--- src/rtl/pwm_servo_pkg.sv ---
// Shared servo timing constants and capture FSM state type.
// Used by both the servo PWM generator and pwm_servo_capture.
package pwm_servo_pkg;

  localparam int unsigned MIN_CYC     = 27200;
  localparam int unsigned STEP_CYC    = 515;
  localparam int unsigned MAX_ANGLE   = 180;
  localparam int unsigned TIMEOUT_CYC = 1500000;
  localparam int unsigned FRAME_CYC   = 1000000;
  localparam int unsigned WIDTH_BITS  = 18;

  typedef enum logic [1:0] {
    IDLE = 2'd0,
    HIGH = 2'd1,
    CONV = 2'd2
  } cap_state_t;

endpackage

--- src/rtl/pwm_capture_channel.sv ---
// One servo capture lane: synchronizer, optional glitch filter, width FSM,
// serial divider and stale timer. Filter enabled by PWM_CAP_GLITCH_FILTER_EN.
module pwm_capture_channel #(
  parameter int unsigned MIN_CYC     = pwm_servo_pkg::MIN_CYC,
  parameter int unsigned STEP_CYC    = pwm_servo_pkg::STEP_CYC,
  parameter int unsigned MAX_ANGLE   = pwm_servo_pkg::MAX_ANGLE,
  parameter int unsigned TIMEOUT_CYC = pwm_servo_pkg::TIMEOUT_CYC
) (
  input  logic       clk,
  input  logic       rst,
  input  logic       pwm_in,
  output logic [7:0] angle,
  output logic       angle_valid,
  output logic       range_err,
  output logic       stale
);
  import pwm_servo_pkg::*;

  localparam int unsigned TW = $clog2(TIMEOUT_CYC + 1);
  localparam logic [18:0]   L_MIN  = 19'(MIN_CYC);
  localparam logic [18:0]   L_STEP = 19'(STEP_CYC);
  localparam logic [18:0]   L_HALF = 19'(STEP_CYC / 2);
  localparam logic [7:0]    L_MAXQ = 8'(MAX_ANGLE);
  localparam logic [TW-1:0] L_TO   = TW'(TIMEOUT_CYC);

  logic r_sync1, r_sync2, r_prev;
  logic w_lvl, w_rise, w_fall;

  // Sync and edge history reset high so a line already high at release
  // shows no rising edge until it has been low.
  always_ff @(posedge clk) begin
    if (rst) begin
      r_sync1 <= 1'b1;
      r_sync2 <= 1'b1;
      r_prev  <= 1'b1;
    end else begin
      r_sync1 <= pwm_in;
      r_sync2 <= r_sync1;
      r_prev  <= w_lvl;
    end
  end

`ifdef PWM_CAP_GLITCH_FILTER_EN
  logic [2:0] r_hist;
  logic       r_filt;
  always_ff @(posedge clk) begin
    if (rst) begin
      r_hist <= '1;
      r_filt <= 1'b1;
    end else begin
      r_hist <= {r_hist[1:0], r_sync2};
      if ({r_hist, r_sync2} == 4'b0000) r_filt <= 1'b0;
      else if ({r_hist, r_sync2} == 4'b1111) r_filt <= 1'b1;
    end
  end
  assign w_lvl = r_filt;
`else
  assign w_lvl = r_sync2;
`endif

  assign w_rise = w_lvl & ~r_prev;
  assign w_fall = ~w_lvl & r_prev;

  cap_state_t        r_state, w_next;
  logic [17:0]       r_width;
  logic [18:0]       r_rem;
  logic [7:0]        r_q;
  logic              r_low;
  logic              w_step, w_done;
  logic [TW-1:0]     r_scnt;
  logic [7:0]        r_angle;
  logic              r_valid, r_err, r_stale;

  always_ff @(posedge clk) begin
    if (rst) r_state <= IDLE;
    else     r_state <= w_next;
  end

  always_comb begin
    w_next = r_state;
    w_step = 1'b0;
    w_done = 1'b0;
    case (r_state)
      IDLE: if (w_rise) w_next = HIGH;
      HIGH: if (w_fall) w_next = CONV;
      CONV: begin
        if (r_rem >= L_STEP && r_q < L_MAXQ) begin
          w_step = 1'b1;
        end else begin
          w_done = 1'b1;
          w_next = IDLE;
        end
      end
      default: w_next = IDLE;
    endcase
  end

  always_ff @(posedge clk) begin
    if (rst) begin
      r_width <= '0;
      r_rem   <= '0;
      r_q     <= '0;
      r_low   <= 1'b0;
      r_scnt  <= '0;
      r_angle <= '0;
      r_valid <= 1'b0;
      r_err   <= 1'b0;
      r_stale <= 1'b1;
    end else begin
      r_valid <= w_done;
      if (r_state == IDLE && w_rise)
        r_width <= 18'd1;
      else if (r_state == HIGH && r_width != '1)
        r_width <= r_width + 18'd1;

      if (r_state == HIGH && w_fall) begin
        r_q <= '0;
        if ({1'b0, r_width} < L_MIN) begin
          r_rem <= '0;
          r_low <= 1'b1;
        end else begin
          r_rem <= {1'b0, r_width} - L_MIN + L_HALF;
          r_low <= 1'b0;
        end
      end else if (w_step) begin
        r_rem <= r_rem - L_STEP;
        r_q   <= r_q + 8'd1;
      end

      if (w_done) begin
        r_angle <= r_q;
        r_err   <= r_low | (r_q == L_MAXQ && r_rem >= L_STEP);
      end

      if (w_rise)             r_scnt <= '0;
      else if (r_scnt != L_TO) r_scnt <= r_scnt + 1'b1;

      if (w_done)              r_stale <= 1'b0;
      else if (r_scnt == L_TO) r_stale <= 1'b1;
    end
  end

  assign angle       = r_angle;
  assign angle_valid = r_valid;
  assign range_err   = r_err;
  assign stale       = r_stale;

endmodule

--- src/rtl/pwm_servo_capture.sv ---
// Multi-channel servo PWM pulse-width to angle decoder.
// Optional input glitch filter: define PWM_CAP_GLITCH_FILTER_EN.
module pwm_servo_capture #(
  parameter int unsigned NCH         = 4,
  parameter int unsigned MIN_CYC     = pwm_servo_pkg::MIN_CYC,
  parameter int unsigned STEP_CYC    = pwm_servo_pkg::STEP_CYC,
  parameter int unsigned MAX_ANGLE   = pwm_servo_pkg::MAX_ANGLE,
  parameter int unsigned TIMEOUT_CYC = pwm_servo_pkg::TIMEOUT_CYC
) (
  input  logic             clk,
  input  logic             rst,
  input  logic [NCH-1:0]   pwm_in,
  output logic [NCH*8-1:0] angle,
  output logic [NCH-1:0]   angle_valid,
  output logic [NCH-1:0]   range_err,
  output logic [NCH-1:0]   stale
);
  import pwm_servo_pkg::*;

  for (genvar g = 0; g < NCH; g++) begin : g_ch
    pwm_capture_channel #(
      .MIN_CYC    (MIN_CYC),
      .STEP_CYC   (STEP_CYC),
      .MAX_ANGLE  (MAX_ANGLE),
      .TIMEOUT_CYC(TIMEOUT_CYC)
    ) u_ch (
      .clk        (clk),
      .rst        (rst),
      .pwm_in     (pwm_in[g]),
      .angle      (angle[8*g +: 8]),
      .angle_valid(angle_valid[g]),
      .range_err  (range_err[g]),
      .stale      (stale[g])
    );
  end

endmodule

--- config.mk ---
export PLATFORM = sky130hd
export DESIGN_NAME = pwm_servo_capture
export DESIGN_NICKNAME = d
export VERILOG_FILES = /design/src/rtl/pwm_servo_pkg.sv /design/src/rtl/pwm_capture_channel.sv /design/src/rtl/pwm_servo_capture.sv
export SDC_FILE = /design/constraint.sdc
export NUM_CORES = 1
export LEC_CHECK = 0
export ABC_CLOCK_PERIOD_IN_PS = 6430
export CAP_MARGIN = 5
export CORE_ASPECT_RATIO = 0.8
export CORE_MARGIN = 1
export CORE_UTILIZATION = 52
export DETAILED_ROUTE_END_ITERATION = 10
export PLACE_DENSITY = 0.75
export SLEW_MARGIN = 20
export SYNTH_ARGS = -nofsm -noshare
export SYNTH_HDL_FRONTEND = slang
export SYNTH_SLANG_ARGS = --single-unit
--- constraint.sdc ---
create_clock -name clk -period 6.43 [get_ports clk]
set_input_delay 1.929 -clock clk [delete_from_list [all_inputs] [get_ports clk]]
set_output_delay 1.929 -clock clk [all_outputs]
set_load 0.005 [all_outputs]
==> flow_metrics.env <==
export IMPL_yosysTopAreaCellShare=0.393
export IMPL_clk_pin_slew_ns=0.06
export IMPL_grt_pass1_vias=13510
export IMPL_synth_xor_area_share=0.115
export IMPL_final_nets=2057
export IMPL_synthFlopType="dfxtp_1"
export IMPL_hp_class="flop to flop"
export IMPL_numClockSinks=332
export IMPL_finalCritPeriodShare=0.533
export IMPL_diodes=0
export IMPL_start_kind="flop"
export IMPL_p_per_area_mw_per_mm2=230
export IMPL_dr_pass1_iters=5
export IMPL_worst_slew_pin_slew_ns=1.03
export IMPL_p_total_mw=4.30
export IMPL_cts_tree="built"
export IMPL_ys_ff_latch=332
export IMPL_synth_compound_area_frac=0.140
export IMPL_vias_per_cell=5.92
export IMPL_pre_cts_ws_ns=2.62
export IMPL_ant_nets=0
export IMPL_slew_headroom=0.305
export IMPL_netlist_instances=2062
export IMPL_slew_violations=0
export IMPL_leakage_nw=6.70
export IMPL_syn_avg_cell_area_sq_um=8.21
export IMPL_cts_root_buf="clkbuf_16"
export IMPL_dp_hpwl_microns=27100
export IMPL_ios=50
export IMPL_grt_pass1_wl_microns=65900
export IMPL_htree_levels=2
export IMPL_synth_simple_area_share=0.265
export IMPL_status="finished, final reports clean"
export IMPL_start_util=0.534
export IMPL_synth_adder_area_share=0.0195
export IMPL_synth_edff_count=0
export IMPL_clock_latency_ns=0.52
export IMPL_final_util=0.589
export IMPL_instances_no_fill=2471
export IMPL_grt_overflow=0
export IMPL_routed_wl_microns=39200
export IMPL_grt_max_degree=96
export IMPL_synth_top_area_cell="dfxtp_1"
export IMPL_synthMuxAreaShare=0.0242
export IMPL_setup_ws_ns=3.01
export IMPL_gp_congestion=0.870
export IMPL_num_rows=58
export IMPL_async_flop_share=0
export IMPL_numPortBuffers=49
export IMPL_die_area_sq_mm=0.0333
export IMPL_cts_buffer_depth=3
export IMPL_yosysSeqAreaShare=0.393
export IMPL_max_freq_ghz=0.292
export IMPL_cp_buffers_inverters=1
export IMPL_ir_worst_vdd_uv=133
export IMPL_syn_to_final_growth_pct=10.3
export IMPL_grtUsageTotal=0.234
export IMPL_yosys_top_cells_area="dfxtp_1, nor2_1, xor2_1"
export IMPL_core_area_sq_mm=0.0317
export IMPL_cap_violations=0
export IMPL_cts_buffers=35
export IMPL_critPathKind="flop to primary output"
export IMPL_vias=14623
export IMPL_cp_slowest_cell="clkdlybuf4s50_1"
export IMPL_tns_ns=0
export IMPL_yosys_warnings=0
export IMPL_crit_fanout=2
export IMPL_synth_distinct_cells=90
export IMPL_synth_top_family_by_area="simple AND/OR/NAND/NOR gates"
export IMPL_required_ns=4.50
export IMPL_finalSetupViolCount=0
export IMPL_fin_worst_skew_ns=0.0120
export IMPL_synth_net_count=2092
export IMPL_drcViolationCount=0
export IMPL_post_cts_buffers=0
export IMPL_rsz0062_at_grt="no"
export IMPL_end_kind="primary output"
export IMPL_cp_slowest_stage_delay_ns=0.54
export IMPL_cp_cell_sequence="clkdlybuf4s50_1"
export IMPL_wl_per_cell_microns=15.9
export IMPL_nFillCells=2720
export IMPL_fin_crit_ns=3.42
export IMPL_crit_arrival_ns=1.50
export IMPL_cp_top_family="buffers and inverters"
export IMPL_antenna_found_initial=0
export IMPL_cts_hold_buf=0
export IMPL_cts_resized=0
export IMPL_synth_area_sq_mm=0.0169
export IMPL_drive_gt1_frac=0.0536
export IMPL_dr_first_iter_drc_count=1399
export IMPL_dp_cells=2410
export IMPL_hold_viol=0
export IMPL_dieHeight_microns=163
export IMPL_die_x_microns=204
-- path summary, 6_finish.rpt --
kind,end,from,cells past startpoint,slack (ns)
worst max-delay path,angle[0],g_ch[0].u_ch.angle[0],1,3.01
worst min-delay path,g_ch[3].u_ch.r_sync2,g_ch[3].u_ch.r_sync1,1,0.40
worst max register to register,g_ch[1].u_ch.r_rem[7],g_ch[1].u_ch.r_rem[5],7,3.08
worst min register to register,g_ch[3].u_ch.r_sync2,g_ch[3].u_ch.r_sync1,1,0.40
-- cell type report --
class | instances | area [sq um] | share of cell area
tap | 420 | 526 | 0.0281
inverter | 47 | 176 | 0.00945
clock buffer | 50 | 1050 | 0.0565
sequential | 332 | 6650 | 0.356
multi-input combinational | 1556 | 9580 | 0.513
timing repair buffer | 55 | 546 | 0.0292
clock inverter | 11 | 140 | 0.00750
-- synth_stat cells, types with 5 or more instances --
master     number
a211o_1         5
o211ai_1       10
a2111oi_0       5
or4_1          22
or3_1          38
o21bai_1        5
o32ai_1         8
a211oi_1       24
and4_1          7
nor3_1         81
nand3_1        86
a31oi_1        14
o31ai_1        22
buf_2           7
nor4b_1         7
nand2_1       153
nand4_1        39
mux2i_1        41
o22ai_1        10
a21oi_1        85
clkbuf_1       95
o311ai_0       11
or2_2          20
buf_4          14
ha_1           24
nand2b_1       25
and3_1         30
xor2_1        114
xnor2_1       109
nor2_1        320
nor4_1         42
o21ai_0        74
dfxtp_1       332
and2_1         10
buf_1           9
nor3b_1        11
nor2b_1        11
inv_1          47
a32o_1          7
-- sequential cells by signal (all words and copies together), names as in the netlist, 8 cells and up --
name,flops
g_ch.u_ch.r_scnt,84
g_ch.u_ch.r_rem,76
g_ch.u_ch.r_q,32
g_ch.u_ch.r_state,8
g_ch.u_ch.r_width,72
g_ch.u_ch.angle,32
-- cells in the final DEF, fill, tap and decap left out, drive strengths merged, types with 27 or more instances in the layout --
master         instances
a211oi                27
a21oi                 85
and3                  30
clkbuf                50
clkdlybuf4s50         48
dfxtp                332
inv                   47
mux2i                 41
nand2                154
nand3                 86
nand4                 39
nor2                 323
nor3                  83
nor4                  43
o21ai                 78
or3                   38
xnor2                109
xor2                 114
-- per-stage QoR --
| stage | cell area, sq um | hold WS, ns |
|---|---|---|
| 3_3_place_gp | 17500 | 0.392 |
| 6_report | 18700 | 0.403 |
| 4_1_cts | 18700 | 0.408 |
| 2_1_floorplan | 16900 | 0.389 |
| 3_5_place_dp | 17500 | 0.398 |
| 5_1_grt | 18700 | 0.425 |
-- routing by layer --
metal / vias to the layer above / part of all wire / global-route usage
met5: - / 0 / 0
met4: 0 / 0.019 / 0.0694
met3: 61 / 0.056 / 0.0347
met2: 447 / 0.45 / 0.367
met1: 6917 / 0.48 / 0.333
li1: 7198 / - / -
-- report_power, final --
group,internal [mW],switching (mW)
combinational,0.0390,0.0780
sequential,2.07,0.0180
clock,1.26,0.827
-- logic make-up after synthesis --
kind of cell	Yosys count
flops	332
mux	41
simple gates	919
fa+ha+maj	27
xor+xnor	223
compound gates	346
buf+inv	174
No activity file was read; power rests on OpenSTA's default activity.
